## src/rtl/led_pattern_gen_if.sv

```systemverilog
// Mode request handshake between a controller and the LED pattern generator.
// The requester drives mode/mode_valid; the generator answers with mode_ready.
interface led_pattern_gen_if;
   logic [1:0] mode;
   logic       mode_valid;
   logic       mode_ready;

   modport master (output mode, output mode_valid, input mode_ready);
   modport slave  (input mode, input mode_valid, output mode_ready);
endinterface

```

## src/rtl/led_pattern_gen.sv

```systemverilog
// Multi-channel LED pattern generator: binary count, bouncing scanner, PWM breathe, off.
// Pattern state steps on a prescaled tick; mode changes are deferred to the next tick.
module led_pattern_gen #(
   parameter int CLK_FREQ_HZ = 12000000,
   parameter int STEP_MS     = 125,
   parameter int NLED        = 8,
   parameter int NCH         = 3,
   parameter int PWM_BITS    = 6,
   parameter int USEIOFF     = 1
) (
   input  logic                clk_12mhz,
   input  logic                rst_n,
   led_pattern_gen_if.slave    mode_bus,
   output logic [NCH*NLED-1:0] led_n,
   output logic                step_tick
);

   localparam int STEP_CYCLES = CLK_FREQ_HZ / 1000 * STEP_MS;
   localparam int PRESC_W     = (STEP_CYCLES > 1) ? $clog2(STEP_CYCLES) : 1;
   localparam int POS_W       = $clog2(NLED);
   localparam logic [PRESC_W-1:0]  PRESC_LAST = PRESC_W'(STEP_CYCLES - 1);
   localparam logic [POS_W-1:0]    POS_LAST   = POS_W'(NLED - 1);
   localparam logic [POS_W-1:0]    POS_PREV   = POS_W'(NLED - 2);
   localparam logic [PWM_BITS-1:0] DUTY_MAX   = '1;

   typedef enum logic [1:0] {
      MODE_COUNT   = 2'd0,
      MODE_SCAN    = 2'd1,
      MODE_BREATHE = 2'd2,
      MODE_OFF     = 2'd3
   } mode_t;

   logic [PRESC_W-1:0]  presc_reg, presc_next;
   logic [PWM_BITS-1:0] pwm_cnt_reg;
   mode_t               mode_reg, mode_next;
   logic                pend_valid_reg, pend_valid_next;
   mode_t               pend_mode_reg, pend_mode_next;
   logic [NLED-1:0]     count_reg, count_next;
   logic [POS_W-1:0]    pos_reg, pos_next;
   logic                dir_up_reg, dir_up_next;
   logic [PWM_BITS-1:0] duty_reg, duty_next;
   logic                duty_up_reg, duty_up_next;
   logic                accept;
   logic [NLED-1:0]     base_pattern;
   logic [NCH*NLED-1:0] led_pattern;

   assign step_tick           = (presc_reg == PRESC_LAST);
   assign mode_bus.mode_ready = ~pend_valid_reg;
   assign accept              = mode_bus.mode_valid & ~pend_valid_reg;

   always_ff @(posedge clk_12mhz or negedge rst_n) begin
      if (!rst_n) begin
         presc_reg      <= '0;
         mode_reg       <= MODE_COUNT;
         pend_valid_reg <= 1'b0;
         pend_mode_reg  <= MODE_COUNT;
         count_reg      <= '0;
         pos_reg        <= '0;
         dir_up_reg     <= 1'b1;
         duty_reg       <= '0;
         duty_up_reg    <= 1'b1;
      end else begin
         presc_reg      <= presc_next;
         mode_reg       <= mode_next;
         pend_valid_reg <= pend_valid_next;
         pend_mode_reg  <= pend_mode_next;
         count_reg      <= count_next;
         pos_reg        <= pos_next;
         dir_up_reg     <= dir_up_next;
         duty_reg       <= duty_next;
         duty_up_reg    <= duty_up_next;
      end
   end

   // PWM counter free-runs regardless of mode so the duty window is always a full period.
   always_ff @(posedge clk_12mhz or negedge rst_n) begin
      if (!rst_n) begin
         pwm_cnt_reg <= '0;
      end else begin
         pwm_cnt_reg <= pwm_cnt_reg + 1'b1;
      end
   end

   always_comb begin
      presc_next      = step_tick ? '0 : presc_reg + 1'b1;
      mode_next       = mode_reg;
      pend_valid_next = pend_valid_reg;
      pend_mode_next  = pend_mode_reg;
      count_next      = count_reg;
      pos_next        = pos_reg;
      dir_up_next     = dir_up_reg;
      duty_next       = duty_reg;
      duty_up_next    = duty_up_reg;

      if (accept) begin
         pend_valid_next = 1'b1;
         pend_mode_next  = mode_t'(mode_bus.mode);
      end

      // A request accepted in a tick cycle only becomes pending after it, so it waits a full step.
      if (step_tick) begin
         if (pend_valid_reg) begin
            mode_next       = pend_mode_reg;
            pend_valid_next = 1'b0;
            count_next      = '0;
            pos_next        = '0;
            dir_up_next     = 1'b1;
            duty_next       = '0;
            duty_up_next    = 1'b1;
         end else begin
            case (mode_reg)
               MODE_COUNT: count_next = count_reg + 1'b1;
               MODE_SCAN: begin
                  if (dir_up_reg) begin
                     if (pos_reg == POS_LAST) begin
                        pos_next    = POS_PREV;
                        dir_up_next = 1'b0;
                     end else begin
                        pos_next = pos_reg + 1'b1;
                     end
                  end else begin
                     if (pos_reg == '0) begin
                        pos_next    = POS_W'(1);
                        dir_up_next = 1'b1;
                     end else begin
                        pos_next = pos_reg - 1'b1;
                     end
                  end
               end
               MODE_BREATHE: begin
                  if (duty_up_reg) begin
                     if (duty_reg == DUTY_MAX) begin
                        duty_next    = DUTY_MAX - 1'b1;
                        duty_up_next = 1'b0;
                     end else begin
                        duty_next = duty_reg + 1'b1;
                     end
                  end else begin
                     if (duty_reg == '0) begin
                        duty_next    = PWM_BITS'(1);
                        duty_up_next = 1'b1;
                     end else begin
                        duty_next = duty_reg - 1'b1;
                     end
                  end
               end
               default: ;
            endcase
         end
      end
   end

   always_comb begin
      base_pattern = '0;
      case (mode_reg)
         MODE_COUNT:   base_pattern = count_reg;
         MODE_SCAN:    base_pattern = NLED'(1) << pos_reg;
         MODE_BREATHE: base_pattern = (pwm_cnt_reg < duty_reg) ? '1 : '0;
         default:      base_pattern = '0;
      endcase
   end

   // Channel gi shows the base pattern rotated left by gi; breathe/off are rotation-invariant.
   for (genvar gi = 0; gi < NCH; gi++) begin : g_chan
      localparam int ROT = gi % NLED;
      for (genvar gj = 0; gj < NLED; gj++) begin : g_bit
         assign led_pattern[gi*NLED + gj] = base_pattern[(gj + NLED - ROT) % NLED];
      end
   end

   if (USEIOFF != 0) begin : g_ioff
      (* syn_useioff = 1, syn_preserve = 1 *) logic [NCH*NLED-1:0] led_n_reg;
      always_ff @(posedge clk_12mhz or negedge rst_n) begin
         if (!rst_n) begin
            led_n_reg <= '1;
         end else begin
            led_n_reg <= ~led_pattern;
         end
      end
      assign led_n = led_n_reg;
   end else begin : g_fabric
      (* syn_useioff = 0, syn_preserve = 1 *) logic [NCH*NLED-1:0] led_n_reg;
      always_ff @(posedge clk_12mhz or negedge rst_n) begin
         if (!rst_n) begin
            led_n_reg <= '1;
         end else begin
            led_n_reg <= ~led_pattern;
         end
      end
      assign led_n = led_n_reg;
   end

endmodule
```

## src/flat_wrapper.sv

```systemverilog
// flat-port wrapper written by rule: the top's interface ports become plain ports
module led_pattern_gen_flat 
#(
   parameter int CLK_FREQ_HZ = 12000000,
   parameter int STEP_MS     = 125,
   parameter int NLED        = 8,
   parameter int NCH         = 3,
   parameter int PWM_BITS    = 6,
   parameter int USEIOFF     = 1
)
  (clk_12mhz, rst_n, led_n, step_tick, mode_bus_mode, mode_bus_mode_valid, mode_bus_mode_ready);
  led_pattern_gen_if mode_bus_i ();
  input  logic clk_12mhz;
  input  logic rst_n;
  output logic [NCH*NLED-1:0] led_n;
  output logic step_tick;
  input wire logic [$bits(mode_bus_i.mode)-1:0] mode_bus_mode;
  input wire logic [$bits(mode_bus_i.mode_valid)-1:0] mode_bus_mode_valid;
  output wire logic [$bits(mode_bus_i.mode_ready)-1:0] mode_bus_mode_ready;
  assign mode_bus_i.mode = mode_bus_mode;
  assign mode_bus_i.mode_valid = mode_bus_mode_valid;
  assign mode_bus_mode_ready = mode_bus_i.mode_ready;
  led_pattern_gen #(.CLK_FREQ_HZ(CLK_FREQ_HZ), .STEP_MS(STEP_MS), .NLED(NLED), .NCH(NCH), .PWM_BITS(PWM_BITS), .USEIOFF(USEIOFF)) u_core (.clk_12mhz(clk_12mhz), .rst_n(rst_n), .mode_bus(mode_bus_i), .led_n(led_n), .step_tick(step_tick));
endmodule
```

## config.mk

```make
export PLATFORM = sky130hd
export DESIGN_NAME = led_pattern_gen_flat
export DESIGN_NICKNAME = d
export VERILOG_FILES = /design/src/rtl/led_pattern_gen_if.sv /design/src/rtl/led_pattern_gen.sv /design/src/flat_wrapper.sv
export SDC_FILE = /design/constraint.sdc
export NUM_CORES = 1
export LEC_CHECK = 0
export CAP_MARGIN = 20
export CORE_MARGIN = 2
export CORE_UTILIZATION = 40
export DETAILED_ROUTE_END_ITERATION = 8
export PLACE_DENSITY_LB_ADDON = 0.05
export RECOVER_POWER = 50
export SYNTH_ARGS = -nofsm -noshare
export SYNTH_HDL_FRONTEND = slang
export SYNTH_SLANG_ARGS = --single-unit
```

## constraint.sdc

```tcl
create_clock -name clk_12mhz -period 2.7 [get_ports clk_12mhz]
set_input_delay 0.27 -clock clk_12mhz [delete_from_list [all_inputs] [get_ports clk_12mhz]]
set_output_delay 0.27 -clock clk_12mhz [all_outputs]
set_load 0.005 [all_outputs]
```

; ---- After elaboration in Yosys (flattened, before gate mapping)
; Cells that the tools add are included.
[totals]
in_bits = 5
output_inout_bits = 26
register_bits = 75
wordCells = 66
[op_classes]
shifts = 1
n_reduce_logical = 10
bitwise = 3
add_sub_neg = 7
mux = 28
eq_ne = 5
n_lt_le_gt_ge = 1
[op_table]
columns = operator, n
row1 = $mux 6, 5
row2 = $mux 8, 3
row3 = $not 24->24, 1
row4 = $pmux 8 s3, 1
row5 = $add 21x1->21 const B, 1
row6 = $eq 21x21->1 const B, 1
row7 = $mux 21, 1
row8 = $mux 3, 5
row9 = $mux 1, 13
row10 = $add 6x1->6 const B, 2
row11 = $add 8x1->8 const B, 1
row12 = $reduce_and 2->1, 4
row13 = $shl 1x3->8 const A, 1
row14 = $eq 6x6->1 const B, 1
row15 = $logic_not 6->1, 1
row16 = $lt 6x6->1, 1
row17 = $reduce_bool 2->1, 3
row18 = $sub 6x1->6 const B, 1
row19 = $add 3x1->3 const B, 1
row20 = $eq 3x3->1 const B, 1
row21 = $logic_not 3->1, 1
row22 = $sub 3x1->3 const B, 1
row23 = $eq 2x1->1 const B, 1
row24 = $eq 2x2->1 const B, 1
row25 = other kinds (3), 3

; ---- Longest topological paths before layout
; Gate-level depths: netlist of the first run.
[depth]
ltp_word = 5
mapped_depth = 8
mapped_depth_nobuf = 7

; ---- Worst setup path after synthesis of the first run
; No wires, ideal clock.
[synth_path]
path_type = reg2out
startpoint = register u_core.presc_reg[12]
endpoint = output port step_tick
stages_incl_launch_ff = 7
setup_slack_ns = 0.746
required_ns = 2.430
arrival_ns = 1.684
n_path_buf = 2
cell_sequence = dfrtp_1 > or4b_4 > nor4_4 > nand2_2 > inv_2 > buf_4 > buf_4
[synth_via]
elab_chain_len = 1
[synth_lines]
columns = element, line
row1 = from (decl), led_pattern_gen.sv:33  ; logic [PRESC_W-1:0] presc_reg, presc_next;
row2 = from (signal assigned), led_pattern_gen.sv:63  ; presc_reg <= presc_next;
row3 = $eq 21x21->1, led_pattern_gen.sv:47  ; assign step_tick = (presc_reg == PRESC_LAST);
row4 = to (decl), flat_wrapper.sv:16  ; output logic step_tick;
; Every way passes these cells.

; ---- Worst setup path in the final report of the first run
; Same ends and word-level chain as after synthesis.

==> flow_metrics.py, run 1 <==
metrics = {
    "outcome": {
        "status": "complete, no violations",
    },
    "power": {
        "pwr-share-clk": 0.445,
        "netSwitchingFraction": 0.212,
        "seqPwrFrac": 0.538,
        "power.density_nw_per_um2": 433,
        "p_leak_nw": 1.63,
        "comb_power_share": 0.017,
        "internal_power_mw": 1.30,
        "power_switching_uw": 352,
        "ir_drop_uv": 296,
    },
    "cells_and_area": {
        "final_cell_mix": "dfrtp_1, nor2_1, clkdlybuf4s50_1, nand2_1, nand3_1",
        "final_common_cell": "dfrtp_1",
        "regArea_um2": 1490,
        "nNetsFinal": 382,
        "fillCellCount": 797,
        "largest_reg_flops": 21,
        "syn_to_final_growth_pct": 15.8,
        "drive_gt1_frac": 0.120,
        "multi_input_area_um2": 1590,
        "diodes": 0,
    },
    "global_routing": {
        "grt_pass1_wl_mm": 12.2,
        "grtUsageMet1": 0.238,
        "grt_pass1_vias": 2485,
        "antenna_found_initial": 0,
        "grt_usage": 0.176,
        "grt_overflow": 0,
        "grt_max_degree": 26,
        "grt_util_met2": 0.272,
        "grtUsageMet3": 0.0455,
        "grt_busiest_layer": "met2",
    },
    "synth": {
        "synthCells": 335,
        "ys_ff_latch": 59,
        "synth_ff_type": "dfrtp_1",
        "syn_area_um2": 3300,
        "synthTopCellsByArea": "dfrtp_1, dfstp_2, ha_1, buf_4, nor2_1",
        "async_flop_share": 1.00,
        "yosysSeqAreaShare": 0.451,
        "synthesis.yosys.warnings": 0,
        "synth_edf_count": 0,
        "yosys.area.top_type": "dfrtp_1",
        "synth_top_area_share": 0.371,
        "ys_types": 54,
        "syn-num-nets": 356,
        "syn-mean-instance-area_um2": 9.86,
    },
    "floorplan": {
        "die_w_um": 94.9,
        "start_util": 0.408,
        "core_region_area_um2": 8090,
        "die_h_um": 94.9,
        "num_rows": 33,
        "io_pins": 31,
        "die_area_um2": 9000,
    },
    "placed_design": {
        "place_congestion": 0.765,
        "port_buffers": 30,
        "dpl.hpwl_mm": 4.95,
        "place_ws_ns": 0.450,
    },
    "sta": {
        "period_needed_ns": 2.55,
        "fin_crit_sh": 0.943,
        "worst_pin_slew_ns": 1.12,
        "setup_slack_ns": 0.154,
        "slew_viol_final": 0,
        "rsz0062_at_grt": "false",
        "relSlewSlack": 0.250,
        "finalSetupTns_ns": 0,
        "max_clock_freq_mhz": 393,
        "hold_viol": 0,
        "skew_ns": 0.00634,
        "setup_viol": 0,
    },
    "detailed_routing": {
        "post-route-drc-count": 0,
        "drt-pass1-iter-count": 4,
        "ant_nets": 0,
        "via_count": 2520,
        "wl_per_cell_um": 14.7,
        "wl_mm": 6.91,
        "drt_iter0_drc": 125,
        "viasPerCell": 5.35,
    },
    "worst_setup_path": {
        "worstPathCellList": "or4b_4 > nor4_4 > nand2_2 > inv_4 > clkdlybuf4s50_1",
        "worst-path-max-fanout": 9,
        "critPathKind": "flip-flop to output port",
        "critPathArrivalTime_ns": 2.28,
        "crit_required_ns": 2.43,
        "crit_slowest_cell": "or4b_4",
        "slowest_delay_ns": 0.56,
        "endpoint_kind": "output port",
        "crit_path_start_kind": "flip-flop",
    },
    "worst_hold_path": {
        "holdCritPathClass": "flip-flop to flip-flop",
    },
    "clock_network": {
        "clock_sinks": 59,
        "clk_pin_slew_worst_paths_ns": 0.06,
        "htree_levels": 3,
        "cts_buffers": 9,
        "root_buffer": "clkbuf_8",
        "cts_tree": "yes",
        "cts_buffer_depth": 2,
        "insertion_delay_ns": 0.33,
    },
    "run": {
        "drv_cap": 0,
    },
}
## worst max-delay path, delay by kind of cell, from the launching register on
kind                   cells  cell delay [ns]
buffers and inverters      2             0.64
DFF                        1             0.42
and+or+nand+nor            3             0.88
## path summary, 6_finish.rpt
path	from	to	slack, ns	depth (start not counted)
worst max-delay path	u_core.presc_reg[12]$_DFF_PN0_	step_tick	0.15	5
worst min-delay path	u_core.presc_reg[0]$_DFF_PN0_	u_core.presc_reg[0]$_DFF_PN0_	0.49	1
worst max register to register	u_core.presc_reg[12]$_DFF_PN0_	u_core.mode_reg[1]$_DFFE_PN0P_	0.48	7
worst min register to register	u_core.presc_reg[0]$_DFF_PN0_	u_core.presc_reg[0]$_DFF_PN0_	0.49	1
max in group asynchronous	rst_n	u_core.count_reg[2]$_DFFE_PN0P_	0.90	3
min in group asynchronous	rst_n	u_core.pwm_cnt_reg[1]$_DFF_PN0_	0.68	2
## cells by family after synthesis
family | share of synthesized area
and+or+nand+nor | 0.220
DFF | 0.451
muxes | 0.0223
adders and majority gates | 0.0606
AOI/OAI and AO/OA | 0.118
xor gates and xnor gates | 0.0583
buffers and inverters | 0.0708
## power by group through the flow
stage          logic, mW  clock network (mW)  registers, mW
2_1_floorplan    0.00370                   0          0.906
6_report          0.0278               0.737          0.891
4_1_cts           0.0312               0.772          0.891
3_3_place_gp      0.0298                   0          0.907
5_1_grt           0.0336               0.818          0.890
3_5_place_dp      0.0300                   0          0.907
## routing by layer
metal | up-vias | wire length (µm)
met1 | 1229 | 3400
met2 | 44 | 3200
li1 | 1239 | -
met3 | 8 | 219
met5 | - | 0
met4 | 0 | 84
## synthesized netlist by cell type, types with 2 or more instances
cell / instances
a21oi_1: 10
a221o_1: 8
a31oi_1: 7
a32o_1: 3
and3_1: 5
buf_4: 18
clkbuf_1: 6
dfrtp_1: 49
dfstp_2: 10
ha_1: 16
inv_1: 15
mux2_2: 3
mux2_4: 2
nand2_1: 21
nand2_2: 2
nand2b_1: 6
nand3_1: 21
nand4_1: 9
nor2_1: 30
nor2b_1: 11
nor3_1: 12
nor4_1: 6
o21a_1: 2
o21ai_0: 8
o21ai_1: 2
o22ai_1: 2
o41ai_1: 2
or3_1: 2
or4_1: 2
xnor2_1: 11
xor2_1: 11
## metrics by stage
stage / hold WS (ns) / util / cell area [µm²] / instances / total power [mW]
2_1_floorplan: -0.0256 / - / 3300 / 335 / 0.910
3_3_place_gp: 0.262 / 0.448 / 3620 / 453 / 0.936
3_5_place_dp: 0.262 / 0.448 / 3620 / 453 / 0.937
4_1_cts: 0.438 / 0.472 / 3820 / 470 / 1.69
5_1_grt: 0.518 / 0.473 / 3830 / 471 / 1.74
6_report: 0.487 / 0.473 / 3830 / 471 / 1.66
## cell type report
type,instances,area share
multi-input combinational,234,0.416
sequential,59,0.389
timing repair buffer,41,0.0968
clock buffer,14,0.0451
tap,105,0.0343
inverter,16,0.0164
clock inverter,2,0.00262
## what timing repair did
item	4_1_cts	5_1_grt
endpoints found under the hold margin	10	0
gates resized for setup	0	2
endpoints found under the setup margin	0	1
hold buffers	1	0
buffers inserted	0	1
Note: power is estimated with default switching activity, not from simulation.
==> run 2: changes to the inputs <==
CAP_MARGIN = 10   (was 20)
PLACE_DENSITY = 0.59   (was default)
PLACE_DENSITY_LB_ADDON = default   (was 0.05)
==> run 2 against run 1 <==
Compared with the run above: the run now ends with max-capacitance violations, max-slew violations left; cell count down 0.21%; highest routed layer unchanged; largest power group is now clock; non-clock buffer count down 1; maximum frequency down 1.0%; via count down 0.91%.
==> flow_metrics.py, run 2 (same netlist as run 1, synthesis figures left out) <==
metrics = {
    "global_routing": {
        "grt_overflow": 0,
        "grt_usage": 0.161,
        "antenna_found_initial": 0,
        "grt_pass1_vias": 2361,
        "grt_pass1_wl_mm": 11.2,
        "grt_max_degree": 31,
    },
    "detailed_routing": {
        "wl_per_cell_um": 14.0,
        "drt_iter0_drc": 142,
        "post-route-drc-count": 0,
        "viasPerCell": 5.31,
        "drt-pass1-iter-count": 4,
        "ant_nets": 0,
        "wl_mm": 6.56,
        "via_count": 2497,
    },
    "worst_setup_path": {
        "worst-path-max-fanout": 11,
        "critPathKind": "flip-flop to output port",
        "critPathArrivalTime_ns": 2.30,
        "endpoint_kind": "output port",
        "crit_path_start_kind": "flip-flop",
        "crit_required_ns": 2.43,
    },
    "power": {
        "power_switching_uw": 376,
        "seqPwrFrac": 0.450,
        "internal_power_mw": 1.60,
        "power.total_mw": 1.98,
        "power.density_nw_per_um2": 505,
        "netSwitchingFraction": 0.190,
        "p_leak_nw": 1.67,
        "pwr-share-clk": 0.535,
        "ir_drop_uv": 219,
        "comb_power_share": 0.015,
    },
    "sta": {
        "skew_ns": 0.00922,
        "setup_slack_ns": 0.128,
        "worst_pin_slew_ns": 1.71,
        "fin_crit_sh": 0.953,
        "max_clock_freq_mhz": 389,
        "finalSetupTns_ns": 0,
        "hold_ws_ns": 0.467,
        "relSlewSlack": -0.143,
        "period_needed_ns": 2.57,
        "rsz0062_at_grt": "false",
        "slew_viol_final": 30,
        "setup_viol": 0,
        "hold_viol": 0,
    },
    "cells_and_area": {
        "final_cell_mix": "dfrtp_1, nor2_1, clkdlybuf4s50_1, nand2_1, nand3_1",
        "diodes": 0,
        "drive_gt1_frac": 0.126,
        "syn_to_final_growth_pct": 18.6,
        "largest_reg_flops": 21,
        "nNetsFinal": 381,
        "final_common_cell": "dfrtp_1",
        "fin_cells": 470,
        "fillCellCount": 768,
    },
    "floorplan": {
        "die_h_um": 94.9,
        "start_util": 0.408,
        "die_area_um2": 9000,
        "die_w_um": 94.9,
        "num_rows": 33,
        "core_region_area_um2": 8090,
        "io_pins": 31,
    },
    "placed_design": {
        "dp.cells": 452,
        "dpl.hpwl_mm": 4.73,
        "place_ws_ns": 0.396,
        "port_buffers": 30,
        "place_congestion": 0.817,
    },
    "clock_network": {
        "insertion_delay_ns": 0.34,
        "cts_tree": "yes",
        "htree_levels": 3,
        "clk_pin_slew_worst_paths_ns": 0.06,
        "cts_buffers": 9,
        "cts_buffer_depth": 2,
        "root_buffer": "clkbuf_8",
        "clock_sinks": 59,
    },
    "worst_hold_path": {
        "holdCritPathClass": "flip-flop to flip-flop",
    },
    "run": {
        "drv_cap": 1,
    },
    "outcome": {
        "status": "finished, violations left",
        "violations": "max-capacitance violations, max-slew violations",
    },
}
[run 2: worst max-delay path: stages, from the launching register on]
cell and delay [ns]:
dfrtp_1 0.42, or4b_4 0.56, nor4_4 0.20, nand2_2 0.12
inv_4 0.14, clkdlybuf4s50_1 0.52
[run 2: path summary, 6_finish.rpt]
| kind | slack, ns | cells past startpoint | endpoint | startpoint |
|---|---|---|---|---|
| setup / recovery | 0.13 | 5 | step_tick | u_core.presc_reg[12]$_DFF_PN0_ |
| hold / removal | 0.47 | 1 | u_core.pwm_cnt_reg[0]$_DFF_PN0_ | u_core.pwm_cnt_reg[0]$_DFF_PN0_ |
| setup reg to reg | 0.70 | 6 | u_core.mode_reg[0]$_DFFE_PN0P_ | u_core.presc_reg[12]$_DFF_PN0_ |
| hold reg to reg | 0.47 | 1 | u_core.pwm_cnt_reg[0]$_DFF_PN0_ | u_core.pwm_cnt_reg[0]$_DFF_PN0_ |
| max in group asynchronous | 0.79 | 2 | u_core.presc_reg[15]$_DFF_PN0_ | rst_n |
| min in group asynchronous | 0.91 | 2 | u_core.presc_reg[4]$_DFF_PN0_ | rst_n |
[run 2: final cells by class]
class	instances	area (µm²)	share of cell area
clock inverters	7	140	0.0358
well taps	105	131	0.0335
clock buffers	9	124	0.0316
inverters	16	62.6	0.0160
repair buffers	40	380	0.0971
flip-flops and latches	59	1490	0.380
multi-input cells	234	1590	0.406
[run 2: what timing repair did]
action / 4_1_cts / 5_1_grt
endpoints found under the setup margin: 0 / 1
gates resized for setup: 0 / 2
hold buffers: 1 / 0
endpoints found under the hold margin: 6 / 0
setup buffers: 0 / 1
[run 2: stage by stage]
stage | instance area (µm²) | utilization
detailed placement | 3630 | 0.449
global placement | 3630 | 0.449
global route | 3920 | 0.484
floorplan | 3300 | -
finish | 3920 | 0.484
CTS | 3900 | 0.482
[run 2: power by group through the flow]
stage	Clock, mW	Sequential, mW	Combinational, mW
after floorplan	0	0.906	0.00370
after global placement	0	0.907	0.0307
after detailed placement	0	0.907	0.0310
after CTS	1.09	0.891	0.0322
after global routing	1.13	0.891	0.0355
final	1.06	0.891	0.0302
[run 2: routing by layer]
metal,vias up,GRT usage,routed length [µm]
met2,60,0.252,3060
met5,-,0,0
li1,1247,-,-
met3,8,0.0239,263
met4,0,0.0882,97
met1,1182,0.214,3140
==> run 3: changes to the inputs <==
SLEW_MARGIN = 20   (was default)
==> results of run 3 <==
No change in the layout: final DEF, timing and power equal those of run 2.
